## src/rtl/mips_id_ex_if.sv

```systemverilog
// ---------------------------------------------------------------------------
// mips_id_ex_if
// Bundle between the MIPS decode controller (ID) and the ID/EX stage.
//   id_*       : decoded control bundle and register specifiers from ID
//   flush      : taken branch/jump, kill the instruction currently in ID
//   ex_*       : registered bundle presented to EX
//   stall      : hold PC and IF/ID this cycle
//   mult_busy  : multiplier still producing Lo/Hi
// master = decode side (drives id_*, flush), slave = the ID/EX stage.
// ---------------------------------------------------------------------------
interface mips_id_ex_if;
    logic       id_valid;
    logic       id_regwrite;
    logic       id_memread;
    logic       id_memwrite;
    logic [1:0] id_wAddSel;
    logic [1:0] id_wDataSel;
    logic [2:0] id_ALUfunc;
    logic       id_bdsel;
    logic       id_dsel;
    logic [1:0] id_IDdatasel;
    logic [4:0] id_rs;
    logic [4:0] id_rt;
    logic [4:0] id_rd;
    logic       id_uses_rs;
    logic       id_uses_rt;
    logic       flush;

    logic       ex_valid;
    logic       ex_regwrite;
    logic       ex_memread;
    logic       ex_memwrite;
    logic       ex_bdsel;
    logic       ex_dsel;
    logic [1:0] ex_wDataSel;
    logic [1:0] ex_IDdatasel;
    logic [2:0] ex_ALUfunc;
    logic [4:0] ex_rs;
    logic [4:0] ex_rt;
    logic [4:0] ex_wreg;
    logic       stall;
    logic       mult_busy;

    modport master (
        output id_valid, id_regwrite, id_memread, id_memwrite, id_wAddSel,
               id_wDataSel, id_ALUfunc, id_bdsel, id_dsel, id_IDdatasel,
               id_rs, id_rt, id_rd, id_uses_rs, id_uses_rt, flush,
        input  ex_valid, ex_regwrite, ex_memread, ex_memwrite, ex_bdsel,
               ex_dsel, ex_wDataSel, ex_IDdatasel, ex_ALUfunc, ex_rs, ex_rt,
               ex_wreg, stall, mult_busy
    );

    modport slave (
        input  id_valid, id_regwrite, id_memread, id_memwrite, id_wAddSel,
               id_wDataSel, id_ALUfunc, id_bdsel, id_dsel, id_IDdatasel,
               id_rs, id_rt, id_rd, id_uses_rs, id_uses_rt, flush,
        output ex_valid, ex_regwrite, ex_memread, ex_memwrite, ex_bdsel,
               ex_dsel, ex_wDataSel, ex_IDdatasel, ex_ALUfunc, ex_rs, ex_rt,
               ex_wreg, stall, mult_busy
    );
endinterface

```

## src/rtl/mips_id_ex_stage.sv

```systemverilog
// ---------------------------------------------------------------------------
// mips_id_ex_stage
// ID/EX pipeline register for the MIPS core. Registers the decoded bundle
// into EX, detects load-use and multiplier-busy hazards (stall + bubble),
// applies branch/jump flushes and owns the MULT busy counter.
// Ports:
//   clk  : rising-edge clock
//   rst  : synchronous active-high reset
//   bus  : mips_id_ex_if.slave (id_* bundle and flush in; ex_*, stall,
//          mult_busy out)
// Parameter:
//   MULT_CYCLES : EX cycles a MULT occupies the multiplier (>=1)
// ---------------------------------------------------------------------------
module mips_id_ex_stage #(
    parameter int MULT_CYCLES = 4
) (
    input  logic          clk,
    input  logic          rst,
    mips_id_ex_if.slave   bus
);
    localparam int CNT_W = (MULT_CYCLES < 1) ? 1 : $clog2(MULT_CYCLES + 1);
    localparam logic [2:0] FUNC_MULT = 3'b101;
    localparam logic [2:0] FUNC_MFHI = 3'b110;
    localparam logic [2:0] FUNC_MFLO = 3'b111;

    logic [CNT_W-1:0] mult_cnt_reg, mult_cnt_next;

    logic       ex_valid_reg;
    logic       ex_regwrite_reg;
    logic       ex_memread_reg;
    logic       ex_memwrite_reg;
    logic       ex_bdsel_reg;
    logic       ex_dsel_reg;
    logic [1:0] ex_wdatasel_reg;
    logic [1:0] ex_iddatasel_reg;
    logic [2:0] ex_alufunc_reg;
    logic [4:0] ex_rs_reg;
    logic [4:0] ex_rt_reg;
    logic [4:0] ex_wreg_reg;

    logic [4:0] dest_next;
    logic       load_use;
    logic       mult_haz;
    logic       mult_busy;
    logic       stall;
    logic       accept;
    logic       func_uses_mul;

    // Destination register resolved in ID so EX only sees a final number.
    always_comb begin
        dest_next = 5'd0;
        case (bus.id_wAddSel)
            2'b00:   dest_next = bus.id_rt;
            2'b01:   dest_next = bus.id_rd;
            2'b10:   dest_next = 5'd31;
            default: dest_next = 5'd0;
        endcase
    end

    assign mult_busy = (mult_cnt_reg != '0);

    // Only EX state feeds the hazard check; a bubble has regwrite/memread
    // clear, so it can never cause a further stall.
    assign load_use = ex_valid_reg & ex_memread_reg & ex_regwrite_reg &
                      (ex_wreg_reg != 5'd0) &
                      ((bus.id_uses_rs & (bus.id_rs == ex_wreg_reg)) |
                       (bus.id_uses_rt & (bus.id_rt == ex_wreg_reg)));

    assign func_uses_mul = (bus.id_ALUfunc == FUNC_MULT) |
                           (bus.id_ALUfunc == FUNC_MFHI) |
                           (bus.id_ALUfunc == FUNC_MFLO);

    // The ALU func codes 101..111 are only multiplier ops for R-type
    // encodings, which decode as writeback-from-ALU or no writeback.
    assign mult_haz = mult_busy & func_uses_mul &
                      (bus.id_dsel | ~bus.id_regwrite);

    // Flush wins over hazards: the instruction is dead so there is nothing
    // to hold. Reset forces stall low even while the counter still reads busy.
    assign stall  = ~rst & bus.id_valid & ~bus.flush & (load_use | mult_haz);
    assign accept = bus.id_valid & ~bus.flush & ~stall;

    // Flush does not touch the counter: an in-flight MULT keeps counting.
    always_comb begin
        mult_cnt_next = mult_cnt_reg;
        if (accept && (bus.id_ALUfunc == FUNC_MULT)) begin
            mult_cnt_next = CNT_W'(MULT_CYCLES);
        end else if (mult_cnt_reg != '0) begin
            mult_cnt_next = mult_cnt_reg - CNT_W'(1);
        end
    end

    always_ff @(posedge clk) begin
        if (rst) begin
            mult_cnt_reg <= '0;
        end else begin
            mult_cnt_reg <= mult_cnt_next;
        end
    end

    // Reset and bubble load the same all-zero bundle.
    always_ff @(posedge clk) begin
        if (rst || !accept) begin
            ex_valid_reg     <= 1'b0;
            ex_regwrite_reg  <= 1'b0;
            ex_memread_reg   <= 1'b0;
            ex_memwrite_reg  <= 1'b0;
            ex_bdsel_reg     <= 1'b0;
            ex_dsel_reg      <= 1'b0;
            ex_wdatasel_reg  <= 2'b00;
            ex_iddatasel_reg <= 2'b00;
            ex_alufunc_reg   <= 3'b000;
            ex_rs_reg        <= 5'd0;
            ex_rt_reg        <= 5'd0;
            ex_wreg_reg      <= 5'd0;
        end else begin
            ex_valid_reg     <= 1'b1;
            ex_regwrite_reg  <= bus.id_regwrite;
            ex_memread_reg   <= bus.id_memread;
            ex_memwrite_reg  <= bus.id_memwrite;
            ex_bdsel_reg     <= bus.id_bdsel;
            ex_dsel_reg      <= bus.id_dsel;
            ex_wdatasel_reg  <= bus.id_wDataSel;
            ex_iddatasel_reg <= bus.id_IDdatasel;
            ex_alufunc_reg   <= bus.id_ALUfunc;
            ex_rs_reg        <= bus.id_rs;
            ex_rt_reg        <= bus.id_rt;
            ex_wreg_reg      <= dest_next;
        end
    end

    assign bus.ex_valid     = ex_valid_reg;
    assign bus.ex_regwrite  = ex_regwrite_reg;
    assign bus.ex_memread   = ex_memread_reg;
    assign bus.ex_memwrite  = ex_memwrite_reg;
    assign bus.ex_bdsel     = ex_bdsel_reg;
    assign bus.ex_dsel      = ex_dsel_reg;
    assign bus.ex_wDataSel  = ex_wdatasel_reg;
    assign bus.ex_IDdatasel = ex_iddatasel_reg;
    assign bus.ex_ALUfunc   = ex_alufunc_reg;
    assign bus.ex_rs        = ex_rs_reg;
    assign bus.ex_rt        = ex_rt_reg;
    assign bus.ex_wreg      = ex_wreg_reg;
    assign bus.stall        = stall;
    assign bus.mult_busy    = mult_busy;
endmodule

```

## src/flat_wrapper.sv

```systemverilog
// flat-port wrapper written by rule: the top's interface ports become plain ports
module mips_id_ex_stage_flat 
#(
    parameter int MULT_CYCLES = 4
)
  (clk, rst, bus_id_valid, bus_id_regwrite, bus_id_memread, bus_id_memwrite, bus_id_wAddSel, bus_id_wDataSel, bus_id_ALUfunc, bus_id_bdsel, bus_id_dsel, bus_id_IDdatasel, bus_id_rs, bus_id_rt, bus_id_rd, bus_id_uses_rs, bus_id_uses_rt, bus_flush, bus_ex_valid, bus_ex_regwrite, bus_ex_memread, bus_ex_memwrite, bus_ex_bdsel, bus_ex_dsel, bus_ex_wDataSel, bus_ex_IDdatasel, bus_ex_ALUfunc, bus_ex_rs, bus_ex_rt, bus_ex_wreg, bus_stall, bus_mult_busy);
  mips_id_ex_if bus_i ();
  input  logic clk;
  input  logic rst;
  input wire logic [$bits(bus_i.id_valid)-1:0] bus_id_valid;
  input wire logic [$bits(bus_i.id_regwrite)-1:0] bus_id_regwrite;
  input wire logic [$bits(bus_i.id_memread)-1:0] bus_id_memread;
  input wire logic [$bits(bus_i.id_memwrite)-1:0] bus_id_memwrite;
  input wire logic [$bits(bus_i.id_wAddSel)-1:0] bus_id_wAddSel;
  input wire logic [$bits(bus_i.id_wDataSel)-1:0] bus_id_wDataSel;
  input wire logic [$bits(bus_i.id_ALUfunc)-1:0] bus_id_ALUfunc;
  input wire logic [$bits(bus_i.id_bdsel)-1:0] bus_id_bdsel;
  input wire logic [$bits(bus_i.id_dsel)-1:0] bus_id_dsel;
  input wire logic [$bits(bus_i.id_IDdatasel)-1:0] bus_id_IDdatasel;
  input wire logic [$bits(bus_i.id_rs)-1:0] bus_id_rs;
  input wire logic [$bits(bus_i.id_rt)-1:0] bus_id_rt;
  input wire logic [$bits(bus_i.id_rd)-1:0] bus_id_rd;
  input wire logic [$bits(bus_i.id_uses_rs)-1:0] bus_id_uses_rs;
  input wire logic [$bits(bus_i.id_uses_rt)-1:0] bus_id_uses_rt;
  input wire logic [$bits(bus_i.flush)-1:0] bus_flush;
  output wire logic [$bits(bus_i.ex_valid)-1:0] bus_ex_valid;
  output wire logic [$bits(bus_i.ex_regwrite)-1:0] bus_ex_regwrite;
  output wire logic [$bits(bus_i.ex_memread)-1:0] bus_ex_memread;
  output wire logic [$bits(bus_i.ex_memwrite)-1:0] bus_ex_memwrite;
  output wire logic [$bits(bus_i.ex_bdsel)-1:0] bus_ex_bdsel;
  output wire logic [$bits(bus_i.ex_dsel)-1:0] bus_ex_dsel;
  output wire logic [$bits(bus_i.ex_wDataSel)-1:0] bus_ex_wDataSel;
  output wire logic [$bits(bus_i.ex_IDdatasel)-1:0] bus_ex_IDdatasel;
  output wire logic [$bits(bus_i.ex_ALUfunc)-1:0] bus_ex_ALUfunc;
  output wire logic [$bits(bus_i.ex_rs)-1:0] bus_ex_rs;
  output wire logic [$bits(bus_i.ex_rt)-1:0] bus_ex_rt;
  output wire logic [$bits(bus_i.ex_wreg)-1:0] bus_ex_wreg;
  output wire logic [$bits(bus_i.stall)-1:0] bus_stall;
  output wire logic [$bits(bus_i.mult_busy)-1:0] bus_mult_busy;
  assign bus_i.id_valid = bus_id_valid;
  assign bus_i.id_regwrite = bus_id_regwrite;
  assign bus_i.id_memread = bus_id_memread;
  assign bus_i.id_memwrite = bus_id_memwrite;
  assign bus_i.id_wAddSel = bus_id_wAddSel;
  assign bus_i.id_wDataSel = bus_id_wDataSel;
  assign bus_i.id_ALUfunc = bus_id_ALUfunc;
  assign bus_i.id_bdsel = bus_id_bdsel;
  assign bus_i.id_dsel = bus_id_dsel;
  assign bus_i.id_IDdatasel = bus_id_IDdatasel;
  assign bus_i.id_rs = bus_id_rs;
  assign bus_i.id_rt = bus_id_rt;
  assign bus_i.id_rd = bus_id_rd;
  assign bus_i.id_uses_rs = bus_id_uses_rs;
  assign bus_i.id_uses_rt = bus_id_uses_rt;
  assign bus_i.flush = bus_flush;
  assign bus_ex_valid = bus_i.ex_valid;
  assign bus_ex_regwrite = bus_i.ex_regwrite;
  assign bus_ex_memread = bus_i.ex_memread;
  assign bus_ex_memwrite = bus_i.ex_memwrite;
  assign bus_ex_bdsel = bus_i.ex_bdsel;
  assign bus_ex_dsel = bus_i.ex_dsel;
  assign bus_ex_wDataSel = bus_i.ex_wDataSel;
  assign bus_ex_IDdatasel = bus_i.ex_IDdatasel;
  assign bus_ex_ALUfunc = bus_i.ex_ALUfunc;
  assign bus_ex_rs = bus_i.ex_rs;
  assign bus_ex_rt = bus_i.ex_rt;
  assign bus_ex_wreg = bus_i.ex_wreg;
  assign bus_stall = bus_i.stall;
  assign bus_mult_busy = bus_i.mult_busy;
  mips_id_ex_stage #(.MULT_CYCLES(MULT_CYCLES)) u_core (.clk(clk), .rst(rst), .bus(bus_i));
endmodule
```

## config.mk

```make
export PLATFORM = sky130hd
export DESIGN_NAME = mips_id_ex_stage_flat
export DESIGN_NICKNAME = d
export VERILOG_FILES = /design/src/rtl/mips_id_ex_if.sv /design/src/rtl/mips_id_ex_stage.sv /design/src/flat_wrapper.sv
export SDC_FILE = /design/constraint.sdc
export NUM_CORES = 1
export LEC_CHECK = 0
export CAP_MARGIN = 20
export CORE_ASPECT_RATIO = 1.75
export CORE_UTILIZATION = 40
export CTS_CLUSTER_SIZE = 28
export DETAILED_ROUTE_END_ITERATION = 10
export GPL_TIMING_DRIVEN = 1
export PLACE_DENSITY = 0.89
export SLEW_MARGIN = 0
export SYNTH_ARGS = -nofsm -noshare
export SYNTH_HDL_FRONTEND = slang
export SYNTH_SLANG_ARGS = --single-unit
export TNS_END_PERCENT = 50
```

## constraint.sdc

```tcl
create_clock -name clk -period 2.6 [get_ports clk]
set_input_delay 0.78 -clock clk [delete_from_list [all_inputs] [get_ports clk]]
set_output_delay 0.78 -clock clk [all_outputs]
set_load 0.01 [all_outputs]
```

; ---- After elaboration in Yosys (flattened, before gate mapping)
; Cells that the tools add are included.
[op_classes]
add_sub_neg = 1
n_eq_ne = 7
mux = 4
n_bitwise = 22
reduce_logical = 8
[op_table]
columns = operator, n
row1 = $pmux 5 s3, 1
row2 = $and 1x1->1, 13
row3 = $eq 5x5->1, 2
row4 = $eq 3x3->1 const B, 3
row5 = $mux 3, 2
row6 = $or 1x1->1, 5
row7 = $reduce_bool 5->1, 1
row8 = $not 1->1, 4
row9 = $reduce_bool 3->1, 1
row10 = $sub 3x1->3 const B, 1
row11 = $eq 2x1->1 const B, 1
row12 = $eq 2x2->1 const B, 1
row13 = $logic_not 2->1, 1
row14 = $reduce_bool 2->1, 1
row15 = $reduce_or 2->1, 1
row16 = $logic_and 1x1->1, 1
row17 = $logic_not 1->1, 1
row18 = $logic_or 1x1->1, 1
row19 = $mux 1, 1
[totals]
register_bits = 31
input_bits = 35
out_inout_bits = 30

; ---- Longest topological paths before layout
; Gate-level depths: netlist (run 1).
[logic_depth]
word_depth = 12
mapped_depth = 9

; ---- Worst setup path before layout (run 1)
; No wires, ideal clock.
[synth_path]
path_type = input to output
from = input port bus_id_rs[1]
to = output port bus_stall
t_arrival_ns = 1.631
required_ns = 1.820
slack_ns = 0.189
path_stages = 5
path_buffers = 0
path_cell_list = xnor2_1 -> nand4_1 -> o22ai_2 -> a21boi_2 -> nor3_1
[synth_via]
elab_chain_len = 6
[synth_lines]
columns = element, line_no
row1 = "start, declared", flat_wrapper.sv:20  ; input wire logic [$bits(bus_i.id_rs)-1:0] bus_id_rs;
row2 = $eq 5x5->1, mips_id_ex_stage.sv:66  ; ((bus.id_uses_rs & (bus.id_rs == ex_wreg_reg)) |
row3 = $and 1x1->1, mips_id_ex_stage.sv:66
row4 = $or 1x1->1, mips_id_ex_stage.sv:66
row5 = $and 1x1->1, mips_id_ex_stage.sv:65  ; (ex_wreg_reg != 5'd0) &
row6 = $or 1x1->1, mips_id_ex_stage.sv:80  ; assign stall = ~rst & bus.id_valid & ~bus.flush & (load_use | mult_haz);
row7 = $and 1x1->1, mips_id_ex_stage.sv:80
row8 = "end, declared", flat_wrapper.sv:38  ; output wire logic [$bits(bus_i.stall)-1:0] bus_stall;
; Every way passes these cells.

; ---- Final worst setup path (run 1)
[layout_path]
from = register u_core.mult_cnt_reg[0]
to = output port bus_stall
[layout_via]
elab_chain_len = 5
[layout_lines]
columns = element, line_no
row1 = "start, declared", mips_id_ex_stage.sv:26  ; logic [CNT_W-1:0] mult_cnt_reg, mult_cnt_next;
row2 = "start signal, assigned", mips_id_ex_stage.sv:97  ; mult_cnt_reg <= mult_cnt_next;
row3 = $reduce_bool 3->1, mips_id_ex_stage.sv:60  ; assign mult_busy = (mult_cnt_reg != '0);
row4 = $and 1x1->1 (2 in a row), mips_id_ex_stage.sv:75  ; assign mult_haz = mult_busy & func_uses_mul &
row5 = $or 1x1->1, mips_id_ex_stage.sv:80
row6 = $and 1x1->1, mips_id_ex_stage.sv:80
; Every way passes these cells.

==> flow_summary.toml, run 1 <==
[critical_path]
worstReg2RegStart = "u_core.mult_cnt_reg[0]$_SDFFE_PP0P_"
cp_cell_sequence = "inv_1, ha_1, ha_1, inv_2, o2111ai_4, a21boi_2, nor3_1, buf_2"
critPathMaxStageDelay_ns = 0.33
critical_path.slowest_cell = "dfxtp_1"
combined_buffer_and_inverter_count_along_the_critical_path = 3
critPathMaxFanout = 2
path_common_cell = "ha_1"
critical_path_endpoint_category = "primary output"
critical_path_cell_count = 8
cp-start-kind = "flop"
cp.required_ns = 1.82
critical_path_class = "reg2out"
cpLargestDelayFamily = "adder cells"
worstSetupStartpoint = "u_core.mult_cnt_reg[0]$_SDFFE_PP0P_"
timing.reg2reg.worst_path_depth = 8
critPathArrivalTime_ns = 1.75

[sta]
fmax_ghz = 0.3955
rsz_0062_raised_after_global_routing = "yes"
finalMaxSlewViolations = 0
final.period_utilization_pct = 97.24
tightest_slew_ns = 0.3474
period_minus_slack_ns = 2.528
final_setup_viols = 0
postLayoutSetupSlackWorst_ns = 0.07173
worst_clock_skew_ns = 0.002908
max_slew_margin_pct = 76.66
total_count_of_hold_check_failures_in_the_final_report = 0
fin_hold_ws_ns = 0.5969

[final_layout]
area.sequential_um2 = 620.6
area_taken_by_multi_input_logic_gates_um2 = 595.6
final_util_pct = 73.08
num-fill-cells = 213
layout-drive-gt1-share_pct = 24.02
area_growth_pct = 75.78
inserted_diodes = 0
finish.instance_area_mm2 = 0.002116
design.final.nets = 242

[cts]
h-tree-depth = 2
numCtsBuffers = 5
tritoncts = "built"
clkTransAtPathRegs_ns = 0.06
clockRootBuffer = "clkbuf_8"
clock_sinks = 31
clockBufferDepth = 2
worstSkewPairLatency_ns = 0.28

[hold_path]
hold_path_startpoint = "u_core.mult_cnt_reg[1]$_SDFFE_PP0P_"
min_path_type = "reg2reg"
hold_depth = 2

[drt]
wl_met1_um = 1148
highest-signal-layer = "met4"
wl_per_cell_um = 14.43
wl_met3_um = 135
detail_route.wirelength_um = 3348
drtIter0Drc = 15
post-route-drc-count = 6
ant_nets = 0
drt_pass1_iterations = 7
routed_via_count = 1154
route.met2.wl_um = 1969
detail_route.vias_per_cell = 4.974

[logic_synthesis]
synth_enable_flop_cells = 0
synth_cell_type_count = 27
synth.avg_cell_area_um2 = 10.11
synthCells = 119
synth_top_cells_by_area = "dfxtp_1 (52%), and2_1 (11%), xnor2_1 (7.3%)"
ys_seq_elements = 31
syn_area_mm2 = 0.001204
synth_most_common_cell = "dfxtp_1"
seq_area_frac_synth_pct = 51.56
synth_largest_type_area_fraction_pct = 51.56
synth_common_cells = "dfxtp_1 (31), and2_1 (22), xnor2_1 (10), inv_1 (9)"
synth_async_reset_ratio_pct = 0
netlist.top_cell.by_area = "dfxtp_1"
syn_nets = 157
synth-main-ff-cell = "dfxtp_1"
yosysWarnings = 0

[placed_design]
post-dp-hpwl_um = 2538
place_ws_ns = -0.7460
postPlaceCellArea_mm2 = 0.001994
gpl.final_weighted_congestion = 0.8562
numPortBuffers = 64

[floorplan]
initial_core_util_pct = 41.57
dieWidth_um = 43.47
design.core.area_mm2 = 0.002895
boundaryPins = 65
num_rows = 26
floorplan.die_area_mm2 = 0.003241
dieHeight_um = 74.57

[outcome]
status = "finished with violations"
violations = "DRC"

[power_and_ir_drop]
leakage_nw = 0.9112
p_per_area_mw_per_mm2 = 572.3
irDropWorstVdd_mv = 0.3368

[global_route]
first_global_vias = 1179
number_of_antenna_violations_at_the_first_check_in_global_routing = 0
globalRoute.totalOverflow = 0
first_pass_grt_wire_length_um = 5340
grt.total_usage_pct = 22.94
grt_start_max_net_pins = 16

[run]
maxCapViolCount = 0
## final cells by class
| class | count | share of cell area, % |
|---|---|---|
| Timing Repair Buffer | 82 | 34.95 |
| Sequential cell | 31 | 29.33 |
| Multi-Input combinational cell | 74 | 28.15 |
| Clock buffer | 6 | 3.903 |
| Inverter | 10 | 1.774 |
| Tap cell | 28 | 1.656 |
| Clock inverter | 1 | 0.2365 |
## cells by family (layout without fill, tap and decap cells)
group	after synthesis	count (layout)	share of synthesized area, %
and+or+nand+nor	41	41	18.92
DFF	31	31	51.56
AOI/OAI and AO/OA	19	19	13.62
buffers and inverters	14	99	4.781
xor gates and xnor gates	11	11	8.004
adders and majority gates	3	3	3.119
## path summary, 6_finish.rpt
kind	to	slack [ns]
worst max-delay path	bus_stall	0.07
worst min register to register	u_core.mult_cnt_reg[1]$_SDFFE_PP0P_	0.60
worst max register to register	u_core.mult_cnt_reg[2]$_SDFFE_PP0P_	0.77
worst min-delay path	u_core.mult_cnt_reg[1]$_SDFFE_PP0P_	0.60
## placed cells by master, fill, tap and decap left out
cell type and count:
o311a_1 5, o21ai_0 5, o22ai_2 1, a21oi_2 1, a21oi_1 1, o2111ai_4 1, clkdlybuf4s15_2 1, dfxtp_1 31
nor3_1 4, inv_2 1, buf_2 7, clkinv_2 1, nand4_1 2, nand2_1 4, and2_1 22, buf_4 18
clkbuf_8 6, a211oi_1 2, dlygate4sd2_1 7, nand2b_4 1, inv_1 9, xor2_1 1, ha_1 3, nor2_1 5
nand2b_1 1, nand3_1 1, clkdlybuf4s50_1 45, a21oi_4 1, dlymetal6s2s_1 1, xnor2_1 4, xnor2_2 6, buf_6 3
a21boi_2 1, o41a_1 1, nor2b_1 1
## worst reg2reg max path, cell delays in order, from the launching register on
cell and delay, ns:
dfxtp_1 0.33, inv_1 0.05, ha_1 0.21, ha_1 0.21, inv_2 0.09, o2111ai_4 0.11, a21boi_2 0.18, buf_4 0.14
o41a_1 0.38
## stage by stage
| step | cells | total power [W] | setup TNS, ns |
|---|---|---|---|
| finish | 232 | 0.001211 | 0 |
| global route | 232 | 0.001271 | -0.004364 |
| CTS | 232 | 0.001222 | 0 |
| detailed placement | 225 | 0.0008364 | -0.7460 |
| global placement | 225 | 0.0008208 | -0.7458 |
| floorplan | 119 | 0.0006532 | 0 |
## repair_timing
item / 4_1_cts / 5_1_grt
gates cloned: 0 / 0
resized for setup: 61 / 2
buffers inserted: 0 / 0
pin swaps: 18 / 5
hold buffers: 0 / 0
endpoints found under the setup margin: 1 / 2
endpoints found under the hold margin: 0 / 0
## per-layer routing
metal | vias to the layer above | GRT usage, %
li1 | 562 | -
met1 | 544 | 21.52
met2 | 37 | 43.77
met3 | 11 | 5.825
met4 | 0 | 12.50
met5 | - | 0
## power by group
group / switching (W) / total (W) / internal, W
combinational: 0.000132 / 0.000315 / 0.000183
sequential: 0.0000173 / 0.000521 / 0.000504
clock: 0.000168 / 0.000375 / 0.000207
No activity file was read; power rests on OpenSTA's default activity.
==> run 2: changes to the inputs <==
Settings changed: MAX_ROUTING_LAYER set to met4.
==> flow_summary.toml, run 2 (synthesized netlist as in run 1, its figures left out) <==
[cts]
hold_buffers = 0
cts_post_setup_buffers_inserted = 0
numCtsBuffers = 5
worstSkewPairLatency_ns = 0.28
tritoncts = "built"
clkTransAtPathRegs_ns = 0.06
h-tree-depth = 2
clock_sinks = 31
clockRootBuffer = "clkbuf_8"
clockBufferDepth = 2

[floorplan]
dieHeight_um = 74.57
dieWidth_um = 43.47
initial_core_util_pct = 41.57
design.core.area_mm2 = 0.002895
num_rows = 26
boundaryPins = 65
floorplan.die_area_mm2 = 0.003241

[final_layout]
layout.cells.most_common_list = "clkdlybuf4s50_1 (45), dfxtp_1 (31), and2_1 (22), buf_4 (18), inv_1 (9)"
inserted_diodes = 0
area_growth_pct = 75.78
stdcell_count = 232
design.final.nets = 242
final_common_cell = "clkdlybuf4s50_1"
final_util_pct = 73.08
layout-drive-gt1-share_pct = 24.02

[sta]
rsz_0062_raised_after_global_routing = "yes"
final_setup_viols = 0
fmax_ghz = 0.3956
max_slew_margin_pct = 76.68
tightest_slew_ns = 0.3471
total_count_of_hold_check_failures_in_the_final_report = 0
finalMaxSlewViolations = 0
period_minus_slack_ns = 2.528
worst_clock_skew_ns = 0.002985
postLayoutSetupSlackWorst_ns = 0.07188
final.period_utilization_pct = 97.24

[power_and_ir_drop]
comb_power_share_pct = 26.0
share_seq_of_total_power_pct = 43.1
p_total_w = 0.001211
switching_share_pct = 26.13
switching_power_w = 0.0003164
leakage_nw = 0.9112
internal_power_w = 0.0008943
power_frac_clock_pct = 30.9
p_per_area_mw_per_mm2 = 572.2
irDropWorstVdd_mv = 0.3368

[critical_path]
critPathArrivalTime_ns = 1.75
critical_path.slowest_cell = "dfxtp_1"
cp-start-kind = "flop"
critPathMaxStageDelay_ns = 0.33
cpLargestDelayFamily = "adder cells"
cp.required_ns = 1.82
critPathMaxFanout = 2
worstReg2RegStart = "u_core.mult_cnt_reg[0]$_SDFFE_PP0P_"
worstSetupStartpoint = "u_core.mult_cnt_reg[0]$_SDFFE_PP0P_"
critical_path_class = "reg2out"
combined_buffer_and_inverter_count_along_the_critical_path = 3
cp_cell_sequence = "inv_1, ha_1, ha_1, inv_2, o2111ai_4, a21boi_2, nor3_1, buf_2"
path_common_cell = "ha_1"
r2r_setup_slack_ns = 0.77
critical_path_endpoint_category = "primary output"

[outcome]
status = "finished with violations"
violations = "DRC"

[placed_design]
gpl.final_weighted_congestion = 0.8699
place_ws_ns = -0.7460
numPortBuffers = 64
dp.cells = 225
post-dp-hpwl_um = 2538

[global_route]
first_global_vias = 1191
grt.total_usage_pct = 23.64
number_of_antenna_violations_at_the_first_check_in_global_routing = 0
globalRoute.totalOverflow = 0
first_pass_grt_wire_length_um = 5354
grt_start_max_net_pins = 16

[hold_path]
min_path_type = "reg2reg"
hold_path_startpoint = "u_core.mult_cnt_reg[1]$_SDFFE_PP0P_"

[drt]
drtIter0Drc = 14
post-route-drc-count = 6
detail_route.wirelength_um = 3338
wl_per_cell_um = 14.39
routed_via_count = 1155
ant_nets = 0
detail_route.vias_per_cell = 4.978
drt_pass1_iterations = 7

[run]
maxCapViolCount = 0
## run 2: cell counts in the layout (fill, tap and decap cells not counted)
No cell type changed its count.
## run 2: final timing paths
path / depth (start not counted) / to
setup / recovery: 8 / bus_stall
hold / removal: 2 / u_core.mult_cnt_reg[1]$_SDFFE_PP0P_
setup reg to reg: 8 / u_core.mult_cnt_reg[2]$_SDFFE_PP0P_
hold reg to reg: 2 / u_core.mult_cnt_reg[1]$_SDFFE_PP0P_
## run 2: power groups by stage
| stage | Sequential [W] | Clock [W] | Combinational [W] |
|---|---|---|---|
| final | 0.000521 | 0.000375 | 0.000315 |
| after global routing | 0.000523 | 0.000409 | 0.000340 |
| after CTS | 0.000521 | 0.000383 | 0.000318 |
| after detailed placement | 0.000529 | 0 | 0.000307 |
| after global placement | 0.000528 | 0 | 0.000293 |
| after floorplan | 0.000537 | 0 | 0.000116 |
## run 2: metrics by stage
| step | setup TNS, ns | cell area [um^2] | hold WS (ns) |
|---|---|---|---|
| final | 0 | 2116 | 0.5969 |
| after global routing | -0.004364 | 2116 | 0.6358 |
| after CTS | 0 | 2120 | 0.5950 |
| after detailed placement | -0.7460 | 1994 | 0.5785 |
| after global placement | -0.7458 | 1994 | 0.5296 |
| after floorplan | 0 | 1204 | 0.5133 |
## run 2: repair_timing
item                       CTS  global route
pin swaps                   18             5
setup endpoints to repair    1             2
resized for setup           61             2
## run 2: tightest hold or removal path, stage by stage, from the launching register on
cell	delay, ns
dfxtp_1	0.32
a21oi_1	0.16
a211oi_1	0.07
## run 2: final cells by class
class                           instances  area, um^2
Fill cell                             213       779.5
Timing Repair Buffer                   82       739.5
Sequential cell                        31       620.6
Multi-Input combinational cell         74       595.6
Clock buffer                            6       82.58
Inverter                               10       37.54
Tap cell                               28       35.03
Clock inverter                          1       5.005
## run 2: metal layers
layer,track usage (%),routed length (um)
met1,21.67,1133
met2,42.93,1956
met3,5.825,137
met4,13.89,110
met5,-,0
==> run 3: changes to the inputs <==
Settings changed: CORE_UTILIZATION 40 to 38, PLACE_DENSITY 0.89 to 0.86.
Clock period 2.6 ns to 2.8 ns, I/O delays scaled along.
==> flow_summary.toml, run 3 (synthesized netlist as in run 1, its figures left out) <==
[global_route]
first_global_vias = 1143
number_of_antenna_violations_at_the_first_check_in_global_routing = 0
grt.total_usage_pct = 20.72
globalRoute.totalOverflow = 0
grt_start_max_net_pins = 14
first_pass_grt_wire_length_um = 4995

[power_and_ir_drop]
p_total_w = 0.001094
leakage_nw = 0.8545
p_per_area_mw_per_mm2 = 530.8
irDropWorstVdd_mv = 0.4639

[cts]
clockBufferDepth = 2
tritoncts = "built"
hold_buffers = 0
clockRootBuffer = "clkbuf_8"
h-tree-depth = 2
clkTransAtPathRegs_ns = 0.06
cts_post_setup_buffers_inserted = 0
clock_sinks = 31
numCtsBuffers = 5
worstSkewPairLatency_ns = 0.28

[floorplan]
num_rows = 26
floorplan.die_area_mm2 = 0.003405
dieWidth_um = 44.55
boundaryPins = 65
dieHeight_um = 76.45
initial_core_util_pct = 40.66
design.core.area_mm2 = 0.002960

[hold_path]
min_path_type = "reg2reg"

[drt]
routed_via_count = 1110
post-route-drc-count = 0
drtIter0Drc = 18
detail_route.wirelength_um = 3179
ant_nets = 0
wl_per_cell_um = 13.30
drt_pass1_iterations = 4
detail_route.vias_per_cell = 4.644

[run]
maxCapViolCount = 0

[critical_path]
critPathArrivalTime_ns = 1.88
timing.reg2reg.worst_path_depth = 8
endpoint = "bus_stall"
critPathMaxFanout = 2
critical_path_class = "in2out"
critPathMaxStageDelay_ns = 0.26
critical_path_cell_count = 7
cpLargestDelayFamily = "buffers and inverters"
rr_endpoint = "u_core.mult_cnt_reg[2]$_SDFFE_PP0P_"
worstReg2RegStart = "u_core.mult_cnt_reg[0]$_SDFFE_PP0P_"
r2r_setup_slack_ns = 0.91
cp_cell_sequence = "dlygate4sd2_1, xnor2_1, nand2_2, o22ai_4, a21boi_2, nor3_2, buf_2"
combined_buffer_and_inverter_count_along_the_critical_path = 2
cp-start-kind = "input port"
worstSetupStartpoint = "bus_id_rt[3]"
cp.required_ns = 1.96
critical_path.slowest_cell = "dlygate4sd2_1"
critical_path_endpoint_category = "primary output"

[sta]
fmax_ghz = 0.3672
final.period_utilization_pct = 97.27
final_setup_viols = 0
rsz_0062_raised_after_global_routing = "no"
postLayoutSetupSlackWorst_ns = 0.07651
max_slew_margin_pct = 77.84
post_route_setup_tns_ns = 0
worst_clock_skew_ns = 0.005456
finalMaxSlewViolations = 0
total_count_of_hold_check_failures_in_the_final_report = 0
tightest_slew_ns = 0.3298
period_minus_slack_ns = 2.723

[final_layout]
area_growth_pct = 71.31
design.final.nets = 235
layout-drive-gt1-share_pct = 21.83
layout.cells.most_common_list = "clkdlybuf4s50_1 (46), dfxtp_1 (31), and2_1 (22), buf_4 (11)"
final_common_cell = "clkdlybuf4s50_1"
inserted_diodes = 0

[placed_design]
gpl.final_weighted_congestion = 0.8837
place_ws_ns = -0.7603
post-dp-hpwl_um = 2559
numPortBuffers = 64

[outcome]
status = "finished, final reports clean"
## run 3: cell types whose count changed in the layout (fill, tap and decap cells not counted), moves of 2 or more
cell     previous run  this run
buf_2               7         9
buf_4              18        11
buf_6               3         0
nand2_1             4         2
nand2_2             0         2
## run 3: layer usage
layer	part of all wire, %	track usage (%)	routed length (um)
met4	2.5	8.485	81
met5	0	-	0
met1	33	18.30	1039
met3	5.3	5.687	168
met2	59	38.38	1889
## run 3: worst min path at each step
stage	start	endpoint	slack, ns	cells after the start
final	u_core.mult_cnt_reg[1]$_SDFFE_PP0P_	u_core.mult_cnt_reg[1]$_SDFFE_PP0P_	0.56	2
after detailed placement	u_core.mult_cnt_reg[1]$_SDFFE_PP0P_	u_core.mult_cnt_reg[1]$_SDFFE_PP0P_	0.55	2
after CTS	u_core.mult_cnt_reg[1]$_SDFFE_PP0P_	u_core.mult_cnt_reg[1]$_SDFFE_PP0P_	0.56	2
after global routing	u_core.mult_cnt_reg[1]$_SDFFE_PP0P_	u_core.mult_cnt_reg[1]$_SDFFE_PP0P_	0.63	2
after global placement	u_core.mult_cnt_reg[1]$_SDFFE_PP0P_	u_core.mult_cnt_reg[1]$_SDFFE_PP0P_	0.53	2
after floorplan	u_core.mult_cnt_reg[1]$_SDFFE_PP0P_	u_core.mult_cnt_reg[1]$_SDFFE_PP0P_	0.51	2
## run 3: timing repair
item                                    4_1_cts  5_1_grt
endpoints found under the hold margin         0        0
endpoints found under the setup margin        1        1
resized for setup                            55        3
pin swaps                                    18        6
## run 3: power breakdown
part | total, W | switching, W | internal (W)
Clock | 0.000343 | 0.000151 | 0.000192
Sequential | 0.000485 | 0.0000164 | 0.000468
Combinational | 0.000267 | 0.000116 | 0.000150
Total | 0.00109 | 0.000284 | 0.000811
## run 3: cell type report
class                           count  area, um^2
Clock buffer                        6       82.58
Clock inverter                      1       5.005
Fill cell                         238       898.4
Inverter                           10       37.54
Multi-Input combinational cell     74       594.3
Sequential cell                    31       620.6
Tap cell                           42       52.55
Timing Repair Buffer               75       669.4
## run 3: per-stage QoR
stage                     utilization (%)  cell area (um^2)  hold slack (ns)  std cells
after floorplan                         -              1204           0.5133        119
after CTS                           68.98              2042           0.5599        239
after global routing                69.65              2062           0.6337        239
final                               69.65              2062           0.5568        239
after global placement              66.19              1959           0.5257        232
after detailed placement            66.19              1959           0.5485        232
## run 3: tightest hold or removal path: stages, from the launching register on
cell and delay, ns:
dfxtp_1 0.31, a21oi_1 0.14, a211oi_1 0.06
